**src/rtl/ins_cycle_pkg.sv**
```systemverilog
// Shared encodings for the accumulator-processor control unit: opcodes, FSM states
// and accumulator source selects.
package ins_cycle_pkg;

    localparam logic [2:0] OP_LOAD  = 3'b000;
    localparam logic [2:0] OP_STORE = 3'b001;
    localparam logic [2:0] OP_ADD   = 3'b010;
    localparam logic [2:0] OP_SUB   = 3'b011;
    localparam logic [2:0] OP_INPUT = 3'b100;
    localparam logic [2:0] OP_JZ    = 3'b101;
    localparam logic [2:0] OP_JPOS  = 3'b110;
    localparam logic [2:0] OP_HALT  = 3'b111;

    localparam logic [3:0] ST_START    = 4'd0;
    localparam logic [3:0] ST_FETCH    = 4'd1;
    localparam logic [3:0] ST_DECODE   = 4'd2;
    localparam logic [3:0] ST_LOAD     = 4'd3;
    localparam logic [3:0] ST_STORE    = 4'd4;
    localparam logic [3:0] ST_ADD      = 4'd5;
    localparam logic [3:0] ST_SUB      = 4'd6;
    localparam logic [3:0] ST_INPUT    = 4'd7;
    localparam logic [3:0] ST_JZ       = 4'd8;
    localparam logic [3:0] ST_JPOS     = 4'd9;
    localparam logic [3:0] ST_HALT     = 4'd10;
    localparam logic [3:0] ST_STEPWAIT = 4'd11;

    localparam logic [1:0] ASEL_ALU = 2'b00;
    localparam logic [1:0] ASEL_IN  = 2'b01;
    localparam logic [1:0] ASEL_MEM = 2'b10;

    // Execute state reached from DECODE for a given opcode.
    function automatic logic [3:0] exec_state(input logic [2:0] op);
        case (op)
            OP_LOAD:  exec_state = ST_LOAD;
            OP_STORE: exec_state = ST_STORE;
            OP_ADD:   exec_state = ST_ADD;
            OP_SUB:   exec_state = ST_SUB;
            OP_INPUT: exec_state = ST_INPUT;
            OP_JZ:    exec_state = ST_JZ;
            OP_JPOS:  exec_state = ST_JPOS;
            default:  exec_state = ST_HALT;
        endcase
    endfunction

endpackage

```
**src/rtl/ins_cycle_ctrl_if.sv**
```systemverilog
// Control/status bundle between the control FSM (master) and the processor datapath (slave).
interface ins_cycle_ctrl_if;

    logic [2:0] IR;
    logic       Aeq0;
    logic       Apos;
    logic       Enter;
    logic       IRload;
    logic       PCload;
    logic       JMPmux;
    logic       Meminst;
    logic       MemWr;
    logic       Aload;
    logic [1:0] Asel;
    logic       Sub;
    logic       Halted;
    logic [3:0] State;

    modport master (
        input  IR, Aeq0, Apos, Enter,
        output IRload, PCload, JMPmux, Meminst, MemWr, Aload, Asel, Sub, Halted, State
    );

    modport slave (
        output IR, Aeq0, Apos, Enter,
        input  IRload, PCload, JMPmux, Meminst, MemWr, Aload, Asel, Sub, Halted, State
    );

endinterface

```
**src/rtl/ins_cycle_ctrl_edge_rise.sv**
```systemverilog
// Registered rising-edge detector: rise is high in the first cycle d is seen high.
module edge_rise (
    input  logic clk,
    input  logic rst_n,
    input  logic d,
    output logic rise
);

    logic d_q;

    always_ff @(posedge clk or negedge rst_n) begin
        if (!rst_n) d_q <= 1'b0;
        else        d_q <= d;
    end

    assign rise = d & ~d_q;

endmodule

```
**src/rtl/ins_cycle_ctrl.sv**
```systemverilog
// Fetch/decode/execute control FSM for the 8-bit accumulator processor.
// Optional feature: define SINGLE_STEP_EN to add the Step input and the STEPWAIT state.
module ins_cycle_ctrl
    import ins_cycle_pkg::*;
#(
    parameter bit ENTER_EDGE = 1'b1
) (
    input  logic              Clock,
    input  logic              Reset,
`ifdef SINGLE_STEP_EN
    input  logic              Step,
`endif
    ins_cycle_ctrl_if.master  bus
);

    logic [3:0] state, state_nxt, fetch_tgt;
    logic       enter_rise, enter_done;
    logic       irload, pcload, jmpmux, meminst, memwr, aload, sub, halted;
    logic [1:0] asel;

    edge_rise u_enter_edge (
        .clk   (Clock),
        .rst_n (Reset),
        .d     (bus.Enter),
        .rise  (enter_rise)
    );

    assign enter_done = ENTER_EDGE ? enter_rise : bus.Enter;

`ifdef SINGLE_STEP_EN
    logic step_rise;

    edge_rise u_step_edge (
        .clk   (Clock),
        .rst_n (Reset),
        .d     (Step),
        .rise  (step_rise)
    );

    // Every return to FETCH is parked until the operator steps.
    assign fetch_tgt = ST_STEPWAIT;
`else
    assign fetch_tgt = ST_FETCH;
`endif

    always_ff @(posedge Clock or negedge Reset) begin
        if (!Reset) state <= ST_START;
        else        state <= state_nxt;
    end

    always_comb begin
        state_nxt = ST_START;
        irload    = 1'b0;
        pcload    = 1'b0;
        jmpmux    = 1'b0;
        meminst   = 1'b0;
        memwr     = 1'b0;
        aload     = 1'b0;
        asel      = ASEL_ALU;
        sub       = 1'b0;
        halted    = 1'b0;
        case (state)
            ST_START: state_nxt = fetch_tgt;
            ST_FETCH: begin
                irload    = 1'b1;
                pcload    = 1'b1;
                state_nxt = ST_DECODE;
            end
            ST_DECODE: begin
                meminst   = 1'b1;
                state_nxt = exec_state(bus.IR);
            end
            ST_LOAD: begin
                meminst   = 1'b1;
                asel      = ASEL_MEM;
                aload     = 1'b1;
                state_nxt = fetch_tgt;
            end
            ST_STORE: begin
                meminst   = 1'b1;
                memwr     = 1'b1;
                state_nxt = fetch_tgt;
            end
            ST_ADD, ST_SUB: begin
                meminst   = 1'b1;
                aload     = 1'b1;
                sub       = (state == ST_SUB);
                state_nxt = fetch_tgt;
            end
            ST_INPUT: begin
                asel      = ASEL_IN;
                aload     = enter_done;
                state_nxt = enter_done ? fetch_tgt : ST_INPUT;
            end
            // Jumps are Mealy on the accumulator status so the branch resolves in one cycle.
            ST_JZ: begin
                jmpmux    = 1'b1;
                pcload    = bus.Aeq0;
                state_nxt = fetch_tgt;
            end
            ST_JPOS: begin
                jmpmux    = 1'b1;
                pcload    = bus.Apos;
                state_nxt = fetch_tgt;
            end
            ST_HALT: begin
                halted    = 1'b1;
                state_nxt = ST_HALT;
            end
`ifdef SINGLE_STEP_EN
            ST_STEPWAIT: state_nxt = step_rise ? ST_FETCH : ST_STEPWAIT;
`endif
            default: state_nxt = ST_START;
        endcase
    end

    assign bus.IRload  = irload;
    assign bus.PCload  = pcload;
    assign bus.JMPmux  = jmpmux;
    assign bus.Meminst = meminst;
    assign bus.MemWr   = memwr;
    assign bus.Aload   = aload;
    assign bus.Asel    = asel;
    assign bus.Sub     = sub;
    assign bus.Halted  = halted;
    assign bus.State   = state;

endmodule
```
**src/flat_wrapper.sv**
```systemverilog
// flat-port wrapper written by rule: the top's interface ports become plain ports
module ins_cycle_ctrl_flat import ins_cycle_pkg::*;
#(
    parameter bit ENTER_EDGE = 1'b1
)
  (Clock, Reset, bus_IR, bus_Aeq0, bus_Apos, bus_Enter, bus_IRload, bus_PCload, bus_JMPmux, bus_Meminst, bus_MemWr, bus_Aload, bus_Asel, bus_Sub, bus_Halted, bus_State);
  ins_cycle_ctrl_if bus_i ();
  input  logic Clock;
  input  logic Reset;
  input wire logic [$bits(bus_i.IR)-1:0] bus_IR;
  input wire logic [$bits(bus_i.Aeq0)-1:0] bus_Aeq0;
  input wire logic [$bits(bus_i.Apos)-1:0] bus_Apos;
  input wire logic [$bits(bus_i.Enter)-1:0] bus_Enter;
  output wire logic [$bits(bus_i.IRload)-1:0] bus_IRload;
  output wire logic [$bits(bus_i.PCload)-1:0] bus_PCload;
  output wire logic [$bits(bus_i.JMPmux)-1:0] bus_JMPmux;
  output wire logic [$bits(bus_i.Meminst)-1:0] bus_Meminst;
  output wire logic [$bits(bus_i.MemWr)-1:0] bus_MemWr;
  output wire logic [$bits(bus_i.Aload)-1:0] bus_Aload;
  output wire logic [$bits(bus_i.Asel)-1:0] bus_Asel;
  output wire logic [$bits(bus_i.Sub)-1:0] bus_Sub;
  output wire logic [$bits(bus_i.Halted)-1:0] bus_Halted;
  output wire logic [$bits(bus_i.State)-1:0] bus_State;
  assign bus_i.IR = bus_IR;
  assign bus_i.Aeq0 = bus_Aeq0;
  assign bus_i.Apos = bus_Apos;
  assign bus_i.Enter = bus_Enter;
  assign bus_IRload = bus_i.IRload;
  assign bus_PCload = bus_i.PCload;
  assign bus_JMPmux = bus_i.JMPmux;
  assign bus_Meminst = bus_i.Meminst;
  assign bus_MemWr = bus_i.MemWr;
  assign bus_Aload = bus_i.Aload;
  assign bus_Asel = bus_i.Asel;
  assign bus_Sub = bus_i.Sub;
  assign bus_Halted = bus_i.Halted;
  assign bus_State = bus_i.State;
  ins_cycle_ctrl #(.ENTER_EDGE(ENTER_EDGE)) u_core (.Clock(Clock), .Reset(Reset), .bus(bus_i));
endmodule
```
**config.mk**
```make
export PLATFORM = sky130hd
export DESIGN_NAME = ins_cycle_ctrl_flat
export DESIGN_NICKNAME = d
export VERILOG_FILES = /design/src/rtl/ins_cycle_pkg.sv /design/src/rtl/ins_cycle_ctrl_if.sv /design/src/rtl/ins_cycle_ctrl_edge_rise.sv /design/src/rtl/ins_cycle_ctrl.sv /design/src/flat_wrapper.sv
export SDC_FILE = /design/constraint.sdc
export NUM_CORES = 1
export LEC_CHECK = 0
export BUFFER_PORTS_ARGS = -buffer_cell sky130_fd_sc_hd__buf_2
export CAP_MARGIN = 20
export CORE_AREA = 2 2 39 41
export CTS_CLUSTER_SIZE = 20
export DETAILED_ROUTE_END_ITERATION = 8
export DIE_AREA = 0 0 41 43
export GPL_TIMING_DRIVEN = 0
export PLACE_DENSITY = 0.63
export SYNTH_ARGS = -nofsm -noshare
export SYNTH_HDL_FRONTEND = slang
export SYNTH_SLANG_ARGS = --single-unit
```
**constraint.sdc**
```tcl
create_clock -name Clock -period 1.75 [get_ports Clock]
set_clock_uncertainty 0.2 [all_clocks]
set_input_delay 0.0875 -clock Clock [delete_from_list [all_inputs] [get_ports Clock]]
set_output_delay 0.0875 -clock Clock [all_outputs]
set_load 0.05 [all_outputs]
```
==> flow_summary.ini, run 1 <==
[die]
core_um2 = 1384
initial_utilization_pct = 29.20
fp.dieH_um = 43
die_w_um = 41
die_area_um2 = 1763
placementRows = 14
io_pins = 22

[min_path]
hp-class = in -> reg
min_delay_path_depth = 3

[grt]
grt_pass1_wl_um = 1704
grt_usage_pct = 14.40
grt_max_degree = 12
grt_pass1_vias = 409
antenna_found_initial = 0
gr-total-overflow = 0

[place]
dp_cells = 82
gp_congestion = 0.7320
numPortBuffers = 21
hpwlAfterDp_um = 714.2
place_area_um2 = 590.6

[setup_path]
crit_type = reg -> out
worst_setup_path_end_kind = primary output
r2r_cells = 4
startpoint_type = flop
cp-endpoint = bus_Meminst
critPathMaxFanout = 9
crit_start = u_core.bus.State[1]
crit_required_ns = 1.46
worstPathArrival_ns = 1.41
r2r_end = u_core.bus.State[2]
r2r_start = u_core.bus.State[0]
regToRegSetupSlack_ns = 0.18

[sta]
timing.fmax_ghz = 0.5892
finalCritPeriodShare_pct = 96.98
rsz0062_at_grt = false
slew_viol_final = 0
finalSetupViolCount = 0
period_needed_ns = 1.697
hold_viol = 0
worstMarginPinSlew_ns = 0.2617
hold_ws_ns = 0.01796
slew_headroom_pct = 82.44

[pwr]
total_power_mw = 1.521
irDropWorstVdd_uv = 857.6
power_density_nw_per_um2 = 2160
power.leakage_nw = 0.3263

[synthesis]
ys_top_cells_by_area = dfrtp_1 (31%), buf_6 (8.4%), nand2b_4 (6.8%), nor3_1 (5.0%), nor2_1 (4.6%)
synth_edf_count = 0
synth_seq_cells = 5
synthFlopType = dfrtp_1
syn_nets = 53
synth.cell_area_um2 = 404.1
syn_inst = 45
async_flop_share_pct = 100.0
avgSynthCellArea_um2 = 8.981
synth.distinct_cells = 26
yosysTopAreaCell = dfrtp_1
ys_seq_area_share_pct = 30.96
synth_warnings = 0
synth_top_area_share_pct = 30.96
ys_top_cells_by_count = dfrtp_1 (5), nor2_1 (5), nor3_1 (4)

[clock_network]
cts_tree = yes
cts_buffers = 3
clock-root-buffer = clkbuf_4
clockBufferDepth = 2
path_clk_slew_ns = 0.04
ctsHtreeMaxLevel = 1
clock-sinks = 5
clk_latency_ns = 0.24

[routing]
drc_errors = 0
vias = 441
viasPerCell = 4.742
postRouteAntennaNets = 0
wl_um = 1074
firstDrtPassIters = 3
drtIter0Drc = 3
wl_per_cell_um = 11.55

[finish]
fin_cells = 93
final_util_pct = 50.90
drive_above_1_share_pct = 67.53
area_growth_pct = 74.30
layout.nets = 86
fin_area_um2 = 704.4
antennaDiodeCount = 0

[run_status]
status = complete, no violations

[run]
maxCapViolCount = 0
==> critical path, stage by stage, from the launching register on <==
cell	delay, ns
dfrtp_2	0.40
buf_6	0.14
or2_4	0.27
and3_2	0.21
buf_6	0.15
==> worst min-delay path by stage <==
stage,end,start,slack [ns]
floorplan,u_core.bus.State[0],Reset,-0.41
global placement,u_core.bus.State[3],Reset,-0.30
detailed placement,u_core.u_enter_edge.d_q,Reset,-0.30
CTS,u_core.bus.State[2],bus_IR[1],0.02
global route,u_core.bus.State[2],bus_IR[1],0.04
finish,u_core.bus.State[2],bus_IR[1],0.02
==> timing repair <==
item,in CTS,in global routing
endpoints found under the hold margin,7,0
hold buffers,4,0
setup endpoints to repair,5,3
resized for setup,2,7
setup buffers,0,4
==> through the flow <==
stage | TNS [ns] | worst slack, ns
CTS | 0 | 0.004081
floorplan | -0.2957 | -0.1224
finish | 0 | 0.05292
global placement | 0 | 0.1081
global route | 0 | 0.005928
detailed placement | 0 | 0.1050
==> per-layer routing <==
layer,part of all wire [%],track usage [%],vias up
li1,-,-,224
met1,42,17.86,203
met2,54,20.94,12
met3,3.2,4.712,2
met4,1.0,8.000,0
met5,0,0,-
==> state kept, by name, summed over array words and instances, names as in the netlist <==
signal,count
u_core.u_enter_edge.d_q,1
u_core.bus.State,4
==> report_power, final <==
group	internal, mW	total (mW)	switching, mW
Combinational	0.424	1.20	0.776
Sequential	0.158	0.189	0.0313
Clock	0.0861	0.132	0.0457
==> cells in the final DEF, fill, tap and decap left out, types with 3 or more instances in the layout <==
master and instances:
clkbuf_4 4, nor2_2 3, buf_6 5, dlygate4sd3_1 4, buf_2 18, dfrtp_2 3, buf_4 4, nor3_2 3
==> final cells by class <==
cell class                 count  area (µm²)
buffer                         3       33.78
clock buffer                   4       26.28
fill                         137       679.4
inverter                       2       7.507
multi-input combinational     34       297.8
sequential                     5       128.9
tap                           16       20.02
timing repair buffer          29       190.2
==> logic make-up after synthesis <==
family          synth area share (%)
simple gates                   40.25
compound gates                 15.17
flops                          30.96
xor+xnor                       2.168
buf+inv                        11.45
No activity file was read; power rests on OpenSTA's default activity.
==> run 2, diff against run 1 <==
--- a/config.mk
+++ b/config.mk
@@ -5,6 +5,7 @@
 export SDC_FILE = /design/constraint.sdc
 export NUM_CORES = 1
 export LEC_CHECK = 0
+export ABC_AREA = 1
 export BUFFER_PORTS_ARGS = -buffer_cell sky130_fd_sc_hd__buf_2
 export CAP_MARGIN = 20
 export CORE_AREA = 2 2 39 41
@@ -12,7 +13,8 @@
 export DETAILED_ROUTE_END_ITERATION = 8
 export DIE_AREA = 0 0 41 43
 export GPL_TIMING_DRIVEN = 0
-export PLACE_DENSITY = 0.63
+export PLACE_DENSITY = 0.59
+export SKIP_LAST_GASP = 1
 export SYNTH_ARGS = -nofsm -noshare
 export SYNTH_HDL_FRONTEND = slang
 export SYNTH_SLANG_ARGS = --single-unit
==> run 2 against run 1 <==
  * Routed wire length down 14%
  * Register-to-register slack better by 0.26 ns
  * Cell count is 13% higher
  * Synthesized area is 13% lower
  * Synthesized cell count up 29%
  * Critical path type unchanged
  * Critical endpoint is now bus_Aload
  * Largest power group unchanged
==> flow_summary.ini, run 2 <==
[finish]
final_util_pct = 46.29
most-common-layout-cells = buf_2 (18), nand2_1 (15), nand3_1 (9)
drive_above_1_share_pct = 49.44
layout_commonest_cell = buf_2
layout.nets = 98
fin_area_um2 = 640.6
area_growth_pct = 82.21
largest_reg_flops = 4
antennaDiodeCount = 0

[grt]
use_met2_pct = 21.56
gr-total-overflow = 0
grt_pass1_wl_um = 1614
grtUsageMet3_pct = 4.712
met1_usage_pct = 15.51
grt_max_degree = 7
antenna_found_initial = 0
grt-busiest-layer = met2
grt_pass1_vias = 427
grt_usage_pct = 13.87

[clock_network]
clk_latency_ns = 0.24
ctsHtreeMaxLevel = 1
clock-root-buffer = clkbuf_4
cts_tree = yes
clock-sinks = 5
clockBufferDepth = 2
path_clk_slew_ns = 0.04
cts_buffers = 3

[synthesis]
muxShareOfSynthArea_pct = 0
synthXorXnorAreaFrac_pct = 0
synth.cell_area_um2 = 351.6
syn_nets = 66
avgSynthCellArea_um2 = 6.062
ys_top_cells_by_area = dfrtp_1 (36%), nand2_1 (19%), nand3_1 (13%), nor2_1 (11%), inv_1 (8.5%)
syn_inst = 58
ys_seq_area_share_pct = 35.59
synth.distinct_cells = 11
synth_compound_area_share_pct = 7.473
yosys.area_share.simple_pct = 48.40
synth_top_family_by_area = simple AND/OR/NAND/NOR gates
synth_edf_count = 0
yosysTopAreaCell = dfrtp_1
synth_top_area_share_pct = 35.59
synth_warnings = 0
synth_seq_cells = 5
async_flop_share_pct = 100.0
synth.most_common_cell = nand2_1
ys_top_cells_by_count = nand2_1 (18), nor2_1 (10), nand3_1 (9)
synthFlopType = dfrtp_1
synthAdderAreaFrac_pct = 0

[place]
gp_congestion = 0.6614
numPortBuffers = 21
hpwlAfterDp_um = 771
place_area_um2 = 535.5
pre_cts_ws_ns = 0.2233

[sta]
slew_headroom_pct = 83.51
slew_viol_final = 0
period_needed_ns = 1.684
hold_viol = 0
finalSetupViolCount = 0
finalCritPeriodShare_pct = 96.20
worstMarginPinSlew_ns = 0.2468
finalWorstSetupSlack_ns = 0.06648
timing.fmax_ghz = 0.5940
tns_ns = 0
rsz0062_at_grt = true

[setup_path]
regToRegSetupSlack_ns = 0.44
worstPathArrival_ns = 1.40
startpoint_type = flop
worst_setup_path_end_kind = primary output
crit_type = reg -> out
critPathMaxFanout = 5
crit_required_ns = 1.46

[routing]
viasPerCell = 4.400
drc_errors = 0
wl_um = 925
vias = 462
drtIter0Drc = 4
postRouteAntennaNets = 0
wl_per_cell_um = 8.810
firstDrtPassIters = 4

[pwr]
power.leakage_nw = 0.3234
total_power_mw = 1.367
irDropWorstVdd_uv = 808.0
power_density_nw_per_um2 = 2134

[die]
initial_utilization_pct = 25.41
die_w_um = 41
fp.dieH_um = 43
core_um2 = 1384
die_area_um2 = 1763
io_pins = 22
placementRows = 14

[min_path]
hp-class = in -> reg

[run_status]
status = complete, no violations

[run]
maxCapViolCount = 0
run 2: cell types whose count changed after synthesis, sizes merged, moves of 2 or more:
cell    before  now
nand2b       3    0
nand3        1    9
nor3         4    0
o21a         2    0
nor3b        2    0
buf          4    0
inv          2    8
nor2         5   11
nand2        1   19
run 2: power by group:
part / switching, mW / internal [mW] / leakage, nW
combinational: 0.744 / 0.266 / 0.251
sequential: 0.0590 / 0.161 / 0.0577
clock: 0.0501 / 0.0864 / 0.0150
total: 0.853 / 0.514 / 0.323
run 2: metal layers:
metal  up-vias  part of all wire, %
li1        251                    -
met1       195                   45
met2        14                   48
met3         2                  4.9
met4         0                  1.7
met5         -                    0
run 2: logic make-up after synthesis:
group / Yosys count
DFF: 5
AOI/OAI and AO/OA: 5
and+or+nand+nor: 40
buffers and inverters: 8
run 2: stage by stage:
stage,hold WS (ns),cells
after floorplan,-0.4081,58
after global placement,-0.2951,95
after detailed placement,-0.2953,95
after CTS,0.3172,105
after global routing,0.3513,105
final,0.3254,105
run 2: worst paths after layout:
check,depth (start not counted),startpoint,end
worst max-delay path,6,u_core.bus.State[3],bus_Aload
worst min-delay path,2,bus_Enter,u_core.u_enter_edge.d_q
worst max register to register,5,u_core.bus.State[3],u_core.bus.State[2]
worst min register to register,4,u_core.u_enter_edge.d_q,u_core.bus.State[2]
max in group asynchronous,3,Reset,u_core.bus.State[0]
min in group asynchronous,3,Reset,u_core.bus.State[3]
run 2: worst max-delay path: stages (launching register included):
cell	delay, ns
dfrtp_2	0.42
inv_1	0.15
nand2_2	0.16
nor2_4	0.11
nor2_1	0.06
o21ai_2	0.05
buf_4	0.20
run 2: area by class of cell:
| cell class | count | area [µm²] |
|---|---|---|
| Fill cell | 143 | 743.2 |
| Multi-Input combinational cell | 45 | 257.7 |
| Timing Repair Buffer | 27 | 176.4 |
| Sequential cell | 5 | 130.1 |
| Inverter | 8 | 30.03 |
| Clock buffer | 4 | 26.28 |
| Tap cell | 16 | 20.02 |
run 2: repair_timing:
item | 4_1_cts | 5_1_grt
pin swaps | 0 | 0
endpoints found under the setup margin | 2 | 5
endpoints found under the hold margin | 10 | 0
hold buffers | 6 | 0
buffers inserted | 0 | 0
resized for setup | 2 | 6
cloned | 0 | 0
==> run 3, diff against run 2 <==
--- a/config.mk
+++ b/config.mk
@@ -6,14 +6,14 @@
 export NUM_CORES = 1
 export LEC_CHECK = 0
 export ABC_AREA = 1
-export BUFFER_PORTS_ARGS = -buffer_cell sky130_fd_sc_hd__buf_2
 export CAP_MARGIN = 20
 export CORE_AREA = 2 2 39 41
 export CTS_CLUSTER_SIZE = 20
 export DETAILED_ROUTE_END_ITERATION = 8
 export DIE_AREA = 0 0 41 43
+export DONT_BUFFER_PORTS = 1
 export GPL_TIMING_DRIVEN = 0
-export PLACE_DENSITY = 0.59
+export PLACE_DENSITY_LB_ADDON = 0.05
 export SKIP_LAST_GASP = 1
 export SYNTH_ARGS = -nofsm -noshare
 export SYNTH_HDL_FRONTEND = slang
==> run 3 against run 2 <==
  * Hold slack got worse by 0.098 ns
  * Global-route usage increased by 1.3 points
  * Via count decreased by 10%
  * Flip-flop and latch count unchanged
  * Largest cell class unchanged
  * Cell area increased by 3.1%
  * Core utilization increased by 1.4 points
  * The flow now finishes with violations (setup timing)
  * Critical path type unchanged
  * Non-clock buffer count decreased by 17
  * Register-to-register slack got worse by 0.34 ns
  * Maximum frequency decreased by 11%
==> flow_summary.ini, run 3 (synthesis gave the netlist of run 2 again) <==
[routing]
postRouteAntennaNets = 0
wl_per_cell_um = 12.15
drtIter0Drc = 2
vias = 416
firstDrtPassIters = 2
viasPerCell = 4.727
drc_errors = 0
wl_um = 1069

[clock_network]
clk_latency_ns = 0.24
clock-sinks = 5
path_clk_slew_ns = 0.05
cts_buffers = 3
clock-root-buffer = clkbuf_4
cts_tree = yes
clockBufferDepth = 2
ctsHtreeMaxLevel = 1

[grt]
grt_pass1_wl_um = 1683
antenna_found_initial = 0
gr-total-overflow = 0
grt_pass1_vias = 420
grt_max_degree = 7
grt_usage_pct = 15.15

[sta]
rsz0062_at_grt = true
finalCritPeriodShare_pct = 108.2
worstMarginPinSlew_ns = 0.5646
slew_viol_final = 0
slew_headroom_pct = 62.35
finalSetupViolCount = 3
finalWorstSetupSlack_ns = -0.1439
hold_viol = 0
period_needed_ns = 1.894
timing.fmax_ghz = 0.5280

[run_status]
violations = setup timing
status = complete, but fails checks

[die]
placementRows = 14
core_um2 = 1384
io_pins = 22
initial_utilization_pct = 25.41
die_w_um = 41
fp.dieH_um = 43
die_area_um2 = 1763

[place]
numPortBuffers = 0
gp_congestion = 0.6407
hpwlAfterDp_um = 790.7
pre_cts_ws_ns = -0.1473

[finish]
drive_above_1_share_pct = 47.22
most-common-layout-cells = nand2_1 (11), nand3_1 (9), nor2_4 (8)
layout.nets = 81
largest_reg_flops = 4
final_util_pct = 47.74
area_growth_pct = 87.90
antennaDiodeCount = 0
layout_commonest_cell = nand2_1

[run]
maxCapViolCount = 0

[setup_path]
worstPathArrival_ns = 1.61
crit_path_cell_trace = inv_6 -> nand2_4 -> nor2_4 -> nand2_2 -> o21ai_4
regToRegSetupSlack_ns = 0.10
startpoint_type = flop
critPathMaxFanout = 6
worst_setup_path_end_kind = primary output
slowest_stage = dfrtp_4
cpPeakStageDelay_ns = 0.59
r2r_cells = 6
crit_required_ns = 1.46
crit_type = reg -> out

[min_path]
hp-class = in -> reg
min_delay_path_depth = 1
## run 3: cell types whose count changed in the layout (fill, tap and decap cells not counted), sizes merged
cell / previous run / this run
buf: 20 / 3
dlygate4sd3: 6 / 7
clkbuf: 5 / 4
## run 3: timing repair
item | 4_1_cts | 5_1_grt
endpoints found under the hold margin | 10 | 0
buffers inserted | 3 | 0
hold buffers | 7 | 0
gates resized for setup | 28 | 6
setup endpoints to repair | 12 | 6
pin swaps | 7 | 2
## run 3: area by class of cell
| type | count | area (µm²) |
|---|---|---|
| Tap cell | 16 | 20.02 |
| Timing Repair Buffer | 10 | 92.59 |
| Inverter | 8 | 47.55 |
| Multi-Input combinational cell | 45 | 334.1 |
| Clock buffer | 4 | 26.28 |
| Sequential cell | 5 | 140.1 |
| Fill cell | 143 | 723.2 |
## run 3: critical path, delay by kind of cell (launching register included)
| family | cells | cell delay (ns) |
|---|---|---|
| AOI/OAI and AO/OA | 1 | 0.17 |
| buffers and inverters | 1 | 0.13 |
| DFF | 1 | 0.59 |
| and+or+nand+nor | 3 | 0.48 |
## run 3: final timing paths
path                                          from                 endpoint
min in group asynchronous                    Reset  u_core.u_enter_edge.d_q
hold / removal                           bus_Enter  u_core.u_enter_edge.d_q
max in group asynchronous                    Reset      u_core.bus.State[3]
setup / recovery               u_core.bus.State[2]               bus_PCload
setup reg to reg               u_core.bus.State[2]      u_core.bus.State[1]
hold reg to reg            u_core.u_enter_edge.d_q      u_core.bus.State[2]
## run 3: metal layers
| metal | vias up | part of all wire (%) | global-route usage (%) |
|---|---|---|---|
| met1 | 189 | 38 | 14.43 |
| met4 | 0 | 0 | 4.000 |
| met2 | 13 | 58 | 26.25 |
| met3 | 0 | 4.9 | 8.377 |
| met5 | - | 0 | 0 |
| li1 | 214 | - | - |
## run 3: stage by stage
step / TNS, ns / area (µm²) / hold slack, ns / instances
after floorplan: -0.05243 / 410.4 / -0.4081 / 58
after global placement: -0.3870 / 430.4 / -0.4080 / 74
after detailed placement: -0.3646 / 430.4 / -0.4080 / 74
after CTS: -0.3727 / 643.1 / 0.2238 / 88
after global routing: -0.5292 / 660.6 / 0.2260 / 88
final: -0.3246 / 660.6 / 0.2275 / 88
Power of run 3 is left out: the tool's default activity adds up to more than one toggle a clock period on the data nets, which glitch-free logic cannot reach.
